===== config.mk =====
export PLATFORM = sky130hd
export DESIGN_NAME = uart_param_fifo
export DESIGN_NICKNAME = d
export VERILOG_FILES = /design/src/rtl/uart_fifo_pkg.sv /design/src/rtl/uart_fifo_strobe_edge.sv /design/src/rtl/uart_param_fifo.sv
export SDC_FILE = /design/constraint.sdc
export NUM_CORES = 1
export LEC_CHECK = 0
export ABC_AREA = 1
export CAP_MARGIN = 20
export CORE_AREA = 5 5 119 121
export CTS_CLUSTER_SIZE = 30
export DETAILED_ROUTE_END_ITERATION = 6
export DIE_AREA = 0 0 124 126
export GPL_TIMING_DRIVEN = 1
export PLACE_DENSITY = 0.71
export RECOVER_POWER = 25
export SKIP_LAST_GASP = 1
export SLEW_MARGIN = 10
export SYNTH_ARGS = -nofsm -noshare
export SYNTH_HDL_FRONTEND = slang
export SYNTH_SLANG_ARGS = --single-unit
export TNS_END_PERCENT = 10

===== constraint.sdc =====
create_clock -name pi_clk -period 2.2 [get_ports pi_clk]
set_input_delay 0.44 -clock pi_clk [delete_from_list [all_inputs] [get_ports pi_clk]]
set_output_delay 0.44 -clock pi_clk [all_outputs]
set_load 0.005 [all_outputs]

===== src/rtl/uart_fifo_pkg.sv =====
// ============================================================================
// uart_fifo_pkg : shared types, defaults and helpers for the UART2AXI FIFO.
// Revision      : 1.0
// ============================================================================
`default_nettype none

package uart_fifo_pkg;

  localparam int unsigned c_DEFAULT_DATA_WIDTH = 8;
  localparam int unsigned c_DEFAULT_FIFO_DEPTH = 16;

  typedef struct packed {
    logic full;
    logic empty;
    logic almost_full;
    logic almost_empty;
  } fifo_flags_t;

  // Occupancy counter must represent 0..depth inclusive.
  function automatic int unsigned cnt_width(input int unsigned depth);
    return $clog2(depth + 1);
  endfunction

endpackage

`default_nettype wire


===== src/rtl/uart_fifo_strobe_edge.sv =====
// ============================================================================
// uart_fifo_strobe_edge : 2-flop synchroniser with rising-edge detector; one
//                         single-cycle pulse per 0->1 transition of strobe_i.
// Revision              : 1.0
// ============================================================================
`default_nettype none

module uart_fifo_strobe_edge (
  input  logic clk_i,
  input  logic rst_ni,
  input  logic strobe_i,
  output logic pulse_o
);

  logic sync1_q;
  logic sync2_q;

  always_ff @(posedge clk_i or negedge rst_ni) begin
    if (!rst_ni) begin
      sync1_q <= 1'b0;
      sync2_q <= 1'b0;
    end else begin
      sync1_q <= strobe_i;
      sync2_q <= sync1_q;
    end
  end

  assign pulse_o = sync1_q & ~sync2_q;

endmodule

`default_nettype wire


===== src/rtl/uart_param_fifo.sv =====
// ============================================================================
// uart_param_fifo : parametrised show-ahead FIFO with occupancy, thresholds,
//                   sticky errors, flush and ack pulses. Define
//                   UART_FIFO_EDGE_TRIG_EN for edge-triggered push/pop strobes.
// Revision        : 1.0
// ============================================================================
`default_nettype none

module uart_param_fifo
  import uart_fifo_pkg::*;
#(
  parameter int unsigned DATA_WIDTH = c_DEFAULT_DATA_WIDTH,
  parameter int unsigned FIFO_DEPTH = c_DEFAULT_FIFO_DEPTH,
  parameter int unsigned AF_THRESH  = 14,
  parameter int unsigned AE_THRESH  = 2
) (
  input  logic                              pi_clk,
  input  logic                              pi_rst,
  input  logic [DATA_WIDTH-1:0]             pi_data,
  input  logic                              pi_write_en,
  input  logic                              pi_read_en,
  input  logic                              pi_flush,
  input  logic                              pi_clr_err,
  output logic [DATA_WIDTH-1:0]             po_data,
  output logic [cnt_width(FIFO_DEPTH)-1:0]  po_count,
  output logic                              po_fifo_full,
  output logic                              po_fifo_empty,
  output logic                              po_almost_full,
  output logic                              po_almost_empty,
  output logic                              po_write_over,
  output logic                              po_read_over,
  output logic                              po_overflow,
  output logic                              po_underflow
);

  localparam int unsigned        CNT_W     = cnt_width(FIFO_DEPTH);
  localparam int unsigned        PTR_W     = (FIFO_DEPTH > 1) ? $clog2(FIFO_DEPTH) : 1;
  localparam logic [PTR_W-1:0]   LAST_PTR  = PTR_W'(FIFO_DEPTH - 1);
  localparam logic [CNT_W-1:0]   DEPTH_CNT = CNT_W'(FIFO_DEPTH);
  localparam logic [CNT_W-1:0]   AF_CNT    = CNT_W'(AF_THRESH);
  localparam logic [CNT_W-1:0]   AE_CNT    = CNT_W'(AE_THRESH);

  logic                  push_req, pop_req, push_ok, pop_ok;
  logic                  ovf_evt, udf_evt;
  logic [DATA_WIDTH-1:0] mem_q [FIFO_DEPTH];
  logic [PTR_W-1:0]      wr_ptr_q, wr_ptr_d, rd_ptr_q, rd_ptr_d;
  logic [CNT_W-1:0]      count_q, count_d;
  fifo_flags_t           flags_q, flags_d;
  logic                  wr_ack_q, rd_ack_q, ovf_q, ovf_d, udf_q, udf_d;

`ifdef UART_FIFO_EDGE_TRIG_EN
  uart_fifo_strobe_edge u_wr_edge (
    .clk_i    (pi_clk),
    .rst_ni   (pi_rst),
    .strobe_i (pi_write_en),
    .pulse_o  (push_req)
  );

  uart_fifo_strobe_edge u_rd_edge (
    .clk_i    (pi_clk),
    .rst_ni   (pi_rst),
    .strobe_i (pi_read_en),
    .pulse_o  (pop_req)
  );
`else
  assign push_req = pi_write_en;
  assign pop_req  = pi_read_en;
`endif

  // Depth need not be a power of two, so wrap by explicit compare.
  function automatic logic [PTR_W-1:0] ptr_inc(input logic [PTR_W-1:0] p);
    return (p == LAST_PTR) ? '0 : PTR_W'(p + 1'b1);
  endfunction

  assign pop_ok  = !pi_flush && pop_req && !flags_q.empty;
  assign push_ok = !pi_flush && push_req && (!flags_q.full || pop_ok);
  assign ovf_evt = !pi_flush && push_req && !push_ok;
  assign udf_evt = !pi_flush && pop_req && flags_q.empty;

  always_comb begin
    wr_ptr_d = wr_ptr_q;
    rd_ptr_d = rd_ptr_q;
    count_d  = count_q;
    if (pi_flush) begin
      wr_ptr_d = '0;
      rd_ptr_d = '0;
      count_d  = '0;
    end else begin
      if (push_ok) wr_ptr_d = ptr_inc(wr_ptr_q);
      if (pop_ok)  rd_ptr_d = ptr_inc(rd_ptr_q);
      case ({push_ok, pop_ok})
        2'b10:   count_d = count_q + 1'b1;
        2'b01:   count_d = count_q - 1'b1;
        default: count_d = count_q;
      endcase
    end
    flags_d.full         = (count_d == DEPTH_CNT);
    flags_d.empty        = (count_d == '0);
    flags_d.almost_full  = (count_d >= AF_CNT);
    flags_d.almost_empty = (count_d <= AE_CNT);
    // A new error in the clearing cycle keeps the flag set.
    ovf_d = (ovf_q & ~pi_clr_err) | ovf_evt;
    udf_d = (udf_q & ~pi_clr_err) | udf_evt;
  end

  always_ff @(posedge pi_clk) begin
    if (pi_rst && push_ok) mem_q[wr_ptr_q] <= pi_data;
  end

  always_ff @(posedge pi_clk or negedge pi_rst) begin
    if (!pi_rst) begin
      wr_ptr_q <= '0;
      rd_ptr_q <= '0;
      count_q  <= '0;
      flags_q  <= '{full: 1'b0, empty: 1'b1, almost_full: 1'b0, almost_empty: 1'b1};
      wr_ack_q <= 1'b0;
      rd_ack_q <= 1'b0;
      ovf_q    <= 1'b0;
      udf_q    <= 1'b0;
    end else begin
      wr_ptr_q <= wr_ptr_d;
      rd_ptr_q <= rd_ptr_d;
      count_q  <= count_d;
      flags_q  <= flags_d;
      wr_ack_q <= push_ok;
      rd_ack_q <= pop_ok;
      ovf_q    <= ovf_d;
      udf_q    <= udf_d;
    end
  end

  assign po_data         = flags_q.empty ? '0 : mem_q[rd_ptr_q];
  assign po_count        = count_q;
  assign po_fifo_full    = flags_q.full;
  assign po_fifo_empty   = flags_q.empty;
  assign po_almost_full  = flags_q.almost_full;
  assign po_almost_empty = flags_q.almost_empty;
  assign po_write_over   = wr_ack_q;
  assign po_read_over    = rd_ack_q;
  assign po_overflow     = ovf_q;
  assign po_underflow    = udf_q;

endmodule

`default_nettype wire


==> impl_metrics.json, run 1 <==
{
  "outcome": "finished, violations left",
  "violations": "setup timing",
  "fp.dieH_um": 126,
  "die_w_um": 124,
  "antenna_found_initial": 0,
  "dieArea_sq_um": 15600,
  "critPathMaxStageDelay_ns": 0.53,
  "worst_pin_slew_ns": 1.01,
  "r2r_end": "po_fifo_empty",
  "layout_setup_ws_ns": -0.335,
  "io_pins": 35,
  "drc": 0,
  "maxSlewViolCount": 0,
  "root_buffer": "clkbuf_16",
  "endpoint_kind": "primary output",
  "worst-setup-path-type": "flip-flop to primary output",
  "peakVddDrop_v": 0.000654,
  "hold_class": "primary input to asynchronous set/reset pin",
  "skew_ns": 0.00473,
  "syn2layout_area_growth_pct": 25.9,
  "worstPathCellList": "buf_6 > buf_12 > buf_4 > o21ai_1 > o211ai_1 > nand3_1 > a21oi_1 > buf_2",
  "critPathCapture": "po_data[5]",
  "hold_buffers": 0,
  "required_ns": 1.76,
  "coreArea_sq_um": 13000,
  "synth_area_sq_um": 6370,
  "cap_viol_max_count": 0,
  "cts_made_buffers": 17,
  "wl_mm": 14.9,
  "antenna_left": 0,
  "ys_seq_area_frac": 0.686,
  "max_slew_margin": 0.326,
  "worst_r2r_path_depth": 18,
  "vias_per_cell": 5.41,
  "overflow": 0,
  "dr.pass1.iters": 5,
  "crit_start": "rd_ptr_q[0]",
  "cp_data_arrival_time_ns": 2.09,
  "drive_gt1_frac": 0.195,
  "clk_pin_slew_worst_paths_ns": 0.06,
  "cp.depth": 8,
  "cp_max_fo": 7,
  "power_density_nw_per_um2": 1010,
  "dr_total_vias": 4584,
  "clock.fmax_ghz": 0.395,
  "yosys.cell_types.count": 28,
  "grt_pass1_vias": 4467,
  "cts.sinks": 149,
  "cts.path.max_buffers": 2,
  "cpLargestDelayFamily": "flip-flops",
  "yosys_warnings": 0,
  "core.rowCount": 42,
  "grt_pass1_wl_mm": 24.2,
  "ys_seq_elements": 149,
  "gp_congestion": 0.814,
  "h-tree-depth": 4,
  "cts_tree": "built",
  "rsz0062_at_grt": "true",
  "syn-num-nets": 589,
  "cellLeakagePower_nw": 3.04,
  "numPortBuffers": 34,
  "avgSynthCellArea_sq_um": 11.2,
  "grt_max_degree": 34,
  "finalSetupViolCount": 13,
  "fin_nets": 680,
  "startpoint_type": "flip-flop",
  "syn_inst": 567,
  "clock_latency_ns": 0.42,
  "cpMaxStageDelayCell": "dfrtp_4",
  "fin_crit_ns": 2.53,
  "r2r-start": "po_fifo_empty",
  "drtIter0Drc": 387,
  "fin_crit_sh": 1.15,
  "crit_buf_inv": 4,
  "post-place-ws_ns": -0.364,
  "routedWlPerCell_um": 17.6,
  "diodes": 0,
  "rrSetupSlack_ns": 0.10,
  "dp_hpwl_mm": 9.29,
  "finalHoldWorstSlack_ns": 0.337,
  "grt_usage": 0.207,
  "initial_core_util": 0.491,
  "hold_violations": 0
}
==> worst min path at each step <==
stage / startpoint / to / slack [ns]
global placement: po_underflow / po_underflow / 0.53
floorplan: pi_rst / po_almost_full / 0.14
global route: pi_rst / wr_ptr_q[3] / 0.33
finish: pi_rst / wr_ptr_q[3] / 0.34
CTS: pi_rst / wr_ptr_q[1] / 0.26
detailed placement: po_underflow / po_underflow / 0.53
==> per-layer routing <==
layer	vias up	part of all wire	GRT usage
met5	-	0	0
met4	0	0.022	0.0735
met3	28	0.080	0.0561
met2	196	0.48	0.320
met1	2206	0.41	0.284
li1	2154	-	-
==> cells in the final DEF (no fill, tap or decap), types with 10 or more instances in the layout <==
cell type,count
dfrtp_1,18
clkdlybuf4s50_1,20
nor2_1,120
buf_4,45
a21oi_1,10
nand2_1,62
clkbuf_16,17
o21ai_1,40
edfxtp_1,128
inv_1,31
nand3_1,19
o211ai_1,17
o21ai_0,49
==> Yosys cell counts <==
cell type / instances / area (sq um)
buf_6: 6 / 67.6
xor2_1: 2 / 17.5
nor2_2: 2 / 12.5
or2_2: 2 / 12.5
dfstp_2: 2 / 52.6
nand3_2: 1 / 10.0
nand4_1: 2 / 12.5
clkinv_1: 2 / 7.51
o21ai_0: 53 / 265
inv_4: 1 / 6.26
ha_1: 8 / 100
o21ai_1: 37 / 185
edfxtp_1: 128 / 3840
nand3_1: 19 / 95.1
buf_2: 12 / 60.1
nor2_1: 124 / 465
a21oi_1: 16 / 80.1
o32ai_1: 1 / 8.76
o2bb2ai_1: 1 / 8.76
clkbuf_1: 3 / 11.3
o211ai_1: 17 / 128
nor3_2: 1 / 10.0
buf_4: 3 / 22.5
inv_1: 31 / 116
dfrtp_1: 19 / 475
inv_2: 5 / 18.8
nand2_2: 7 / 43.8
nand2_1: 62 / 233
==> area by class of cell <==
| cell class | instances | area (sq um) |
|---|---|---|
| Fill cell | 985 | 4960 |
| Sequential cell | 149 | 4380 |
| Multi-Input combinational cell | 355 | 1740 |
| Timing Repair Buffer | 96 | 907 |
| Clock buffer | 18 | 429 |
| Tap cell | 176 | 220 |
| Clock inverter | 14 | 198 |
| Inverter | 39 | 154 |
==> power breakdown <==
part           switching, mW  leakage (nW)  internal, mW  total, mW
clock                   1.12         0.303          1.91       3.03
combinational          0.983          1.31         0.819       1.80
sequential            0.0836          1.43          3.17       3.25
total                   2.18          3.04          5.89       8.08
==> per-stage QoR <==
stage,area (sq um),total power [mW],cells,util,setup TNS (ns)
global placement,7200,4.81,804,0.555,-8.70
detailed placement,7200,4.85,804,0.555,-15.68
finish,8020,8.08,847,0.618,-2.51
global route,8020,8.47,847,0.618,-5.00
floorplan,6380,4.18,567,-,0
CTS,8030,8.10,846,0.618,-2.45
==> cell families (layout without fill, tap and decap cells) <==
| logic type | Yosys count | after routing | synth area share |
|---|---|---|---|
| and+or+nand+nor | 220 | 220 | 0.140 |
| DFF | 149 | 149 | 0.686 |
| AOI/OAI and AO/OA | 125 | 125 | 0.106 |
| buffers and inverters | 63 | 167 | 0.0487 |
| adders and majority gates | 8 | 8 | 0.0157 |
| xor gates and xnor gates | 2 | 2 | 0.00275 |
==> flip-flops by register name (all words and copies together), names as in the netlist <==
signal,cells
po_overflow,1
po_read_over,1
rd_ptr_q,4
mem_q,128
po_fifo_full,1
po_count,5
po_fifo_empty,1
po_underflow,1
po_almost_full,1
po_write_over,1
po_almost_empty,1
wr_ptr_q,4
==> what timing repair did <==
action | CTS | global route
pin swaps | 21 | 12
resized for setup | 60 | 3
buffers inserted | 7 | 1
cloned | 3 | 0
setup endpoints to repair | 8 | 16
==> worst register-to-register path, cell delays in order, from the launching register on <==
cell	delay [ns]
dfstp_2	0.53
inv_1	0.05
nand3_2	0.09
nand2_2	0.07
nand2_2	0.10
ha_4	0.15
nand2_1	0.04
inv_1	0.08
nor2_2	0.05
ha_1	0.17
inv_1	0.07
nand2_1	0.08
nand3_1	0.11
nand2_1	0.06
nand2_1	0.05
nand3_1	0.08
nand2_2	0.10
inv_1	0.06
nor2_1	0.11
Note: power is estimated with default switching activity, not from simulation.
==> inputs of run 2 (changes only) <==
CORE_AREA = 5 5 92 158   (was 5 5 119 121)
DIE_AREA = 0 0 97 163   (was 0 0 124 126)
PLACE_DENSITY = 0.7   (was 0.71)
==> run 2 against run 1 <==
The flow still finishes with violations (setup timing). Largest cell class unchanged. Via count up 2.7%. Die area up 1.2%. Global-route usage up 0.73 points. Routed wire length up 7.0%. Sequential cell count unchanged. Count of clock-buffer cells in the layout down 1. Sequential power about the same. Non-clock buffer count up 3. Largest power group unchanged. Sequential share of layout area down 0.49 points. Clock power down 8.6%. Final area up 0.87%. Final cell count up 0.12%.
==> impl_metrics.json, run 2 (synthesis gave the netlist of run 1 again) <==
{
  "numPortBuffers": 34,
  "worst-setup-path-type": "flip-flop to primary output",
  "dpl_cell_area_sq_um": 7250,
  "cp_data_arrival_time_ns": 1.99,
  "coreArea_sq_um": 13200,
  "outcome": "finished, violations left",
  "wl_met1_mm": 5.70,
  "gp_congestion": 0.806,
  "vias_per_cell": 5.55,
  "dr.pass1.iters": 5,
  "required_ns": 1.76,
  "seqCellArea_sq_um": 4370,
  "routed.top_layer": "met4",
  "cpMaxStageDelayCell": "dfrtp_2",
  "io_pins": 35,
  "cts.path.max_buffers": 2,
  "die_w_um": 97,
  "grt_max_degree": 28,
  "crit_buf_inv": 5,
  "skew_ns": 0.0114,
  "fin_crit_sh": 1.10,
  "min_from": "po_underflow",
  "critPathMaxStageDelay_ns": 0.45,
  "max_slew_margin": 0.442,
  "hold_end": "po_underflow",
  "fillCellCount": 1012,
  "cp_max_fo": 7,
  "final_common_cell": "edfxtp_1",
  "peakVddDrop_v": 0.000678,
  "post-place-ws_ns": -0.476,
  "antenna_found_initial": 0,
  "maxSlewViolCount": 0,
  "drtIter0Drc": 387,
  "dr_total_vias": 4709,
  "dieArea_sq_um": 15800,
  "startpoint_type": "flip-flop",
  "hold_class": "flip-flop to flip-flop",
  "dp.cells": 804,
  "grt_pass1_wl_mm": 26.0,
  "endpoint_kind": "primary output",
  "wl_mm": 16.0,
  "fin_crit_ns": 2.43,
  "cts_made_buffers": 17,
  "finalSetupViolCount": 12,
  "regMostFlops": "mem_q",
  "violations": "setup timing",
  "clock.fmax_ghz": 0.412,
  "cellLeakagePower_nw": 3.04,
  "diodes": 0,
  "layout.cells.non_filler": 848,
  "hold_buffers": 0,
  "power_density_nw_per_um2": 982,
  "rrSetupSlack_ns": -0.01,
  "clock_latency_ns": 0.42,
  "final_cell_area_sq_um": 8090,
  "worst_pin_slew_ns": 0.837,
  "root_buffer": "clkbuf_16",
  "met3_wirelength_um": 800,
  "dr_wl_met2_mm": 8.82,
  "whs_path_depth": 2,
  "overflow": 0,
  "cpLargestDelayFamily": "buffers and inverters",
  "syn2layout_area_growth_pct": 27.0,
  "dp_hpwl_mm": 10.3,
  "routedWlPerCell_um": 18.8,
  "clk_pin_slew_worst_paths_ns": 0.06,
  "finalHoldWorstSlack_ns": 0.537,
  "worstPathCellList": "buf_12 > buf_12 > buf_8 > nor2_2 > nor2_1 > o21ai_1 > o21ai_1 > nand2_1 > nand2_2 > inv_2 > a21oi_2 > buf_2",
  "grt_usage": 0.215,
  "cts_tree": "built",
  "cap_viol_max_count": 0,
  "fin_nets": 683,
  "multi_input_area_sq_um": 1770,
  "cts.sinks": 149,
  "layout_setup_ws_ns": -0.226,
  "worst_r2r_path_depth": 15,
  "core.rowCount": 56,
  "fp.dieH_um": 163,
  "drc": 0,
  "antenna_left": 0,
  "grt_pass1_vias": 4931,
  "rsz0062_at_grt": "true",
  "r2r-start": "po_fifo_empty",
  "largest_reg_flops": 128,
  "drive_gt1_frac": 0.224,
  "h-tree-depth": 4,
  "final_cell_mix": "edfxtp_1, nor2_1, nand2_1",
  "r2r_end": "po_fifo_full",
  "initial_core_util": 0.481,
  "hold_violations": 0
}
-- run 2: changes by cell type in the layout (fill, tap and decap cells not counted), moves of 5 or more --
cell,before,now
buf_12,5,10
inv_1,31,25
o21ai_0,49,44
nand2_2,7,13
o21ai_1,40,46
inv_2,5,11
nand2_1,62,56
-- run 2: per-stage QoR --
stage          utilization  TNS [ns]  total power, mW
2_1_floorplan            -         0             4.18
3_3_place_gp         0.548    -10.51             4.86
3_5_place_dp         0.548    -21.91             4.91
4_1_cts              0.611     -1.96             7.98
5_1_grt              0.611     -3.73             8.29
6_report             0.611     -1.83             7.94
-- run 2: worst register-to-register path: stages (launching register included) --
cell and delay, ns:
dfstp_2 0.54, inv_1 0.05, nand3_2 0.08, nand2_2 0.06, nand2_2 0.10, ha_4 0.15, nor2_1 0.06, nor2_2 0.17
ha_1 0.26, nor2_1 0.11, nor2_1 0.05, nand2_1 0.12, nand2_1 0.07, a21oi_1 0.13, nand2_1 0.09, nor2_1 0.10
-- run 2: area by class of cell --
cell class,instances,share of cell area
repair buffers,99,0.123
clock buffers,17,0.0526
well taps,174,0.0269
flip-flops and latches,149,0.541
multi-input cells,355,0.219
inverters,39,0.0196
clock inverters,15,0.0176
-- run 2: report_power, final --
part	leakage [nW]	internal [mW]	switching, mW	total, mW
clock	0.271	1.58	1.19	2.77
sequential	1.43	3.16	0.0739	3.24
combinational	1.35	0.897	1.04	1.94
total	3.04	5.64	2.30	7.94
-- run 2: metal layers --
| layer | track usage | up-vias |
|---|---|---|
| met5 | 0 | - |
| met4 | 0.107 | 0 |
| met3 | 0.0450 | 50 |
| met2 | 0.394 | 192 |
| met1 | 0.231 | 2309 |
| li1 | - | 2158 |
-- run 2: worst max path at each step --
stage | start | endpoint | cells past startpoint
2_1_floorplan | po_fifo_empty | po_fifo_empty | 17
3_3_place_gp | pi_flush | po_fifo_full | 16
5_1_grt | rd_ptr_q[0] | po_data[5] | 12
3_5_place_dp | pi_flush | po_fifo_full | 16
6_report | rd_ptr_q[0] | po_data[5] | 12
4_1_cts | rd_ptr_q[0] | po_data[5] | 12
-- run 2: timing repair --
item | in CTS | in global routing
setup buffers | 7 | 1
cloned | 5 | 0
resized for setup | 76 | 10
pin swaps | 29 | 8
endpoints found under the setup margin | 10 | 15
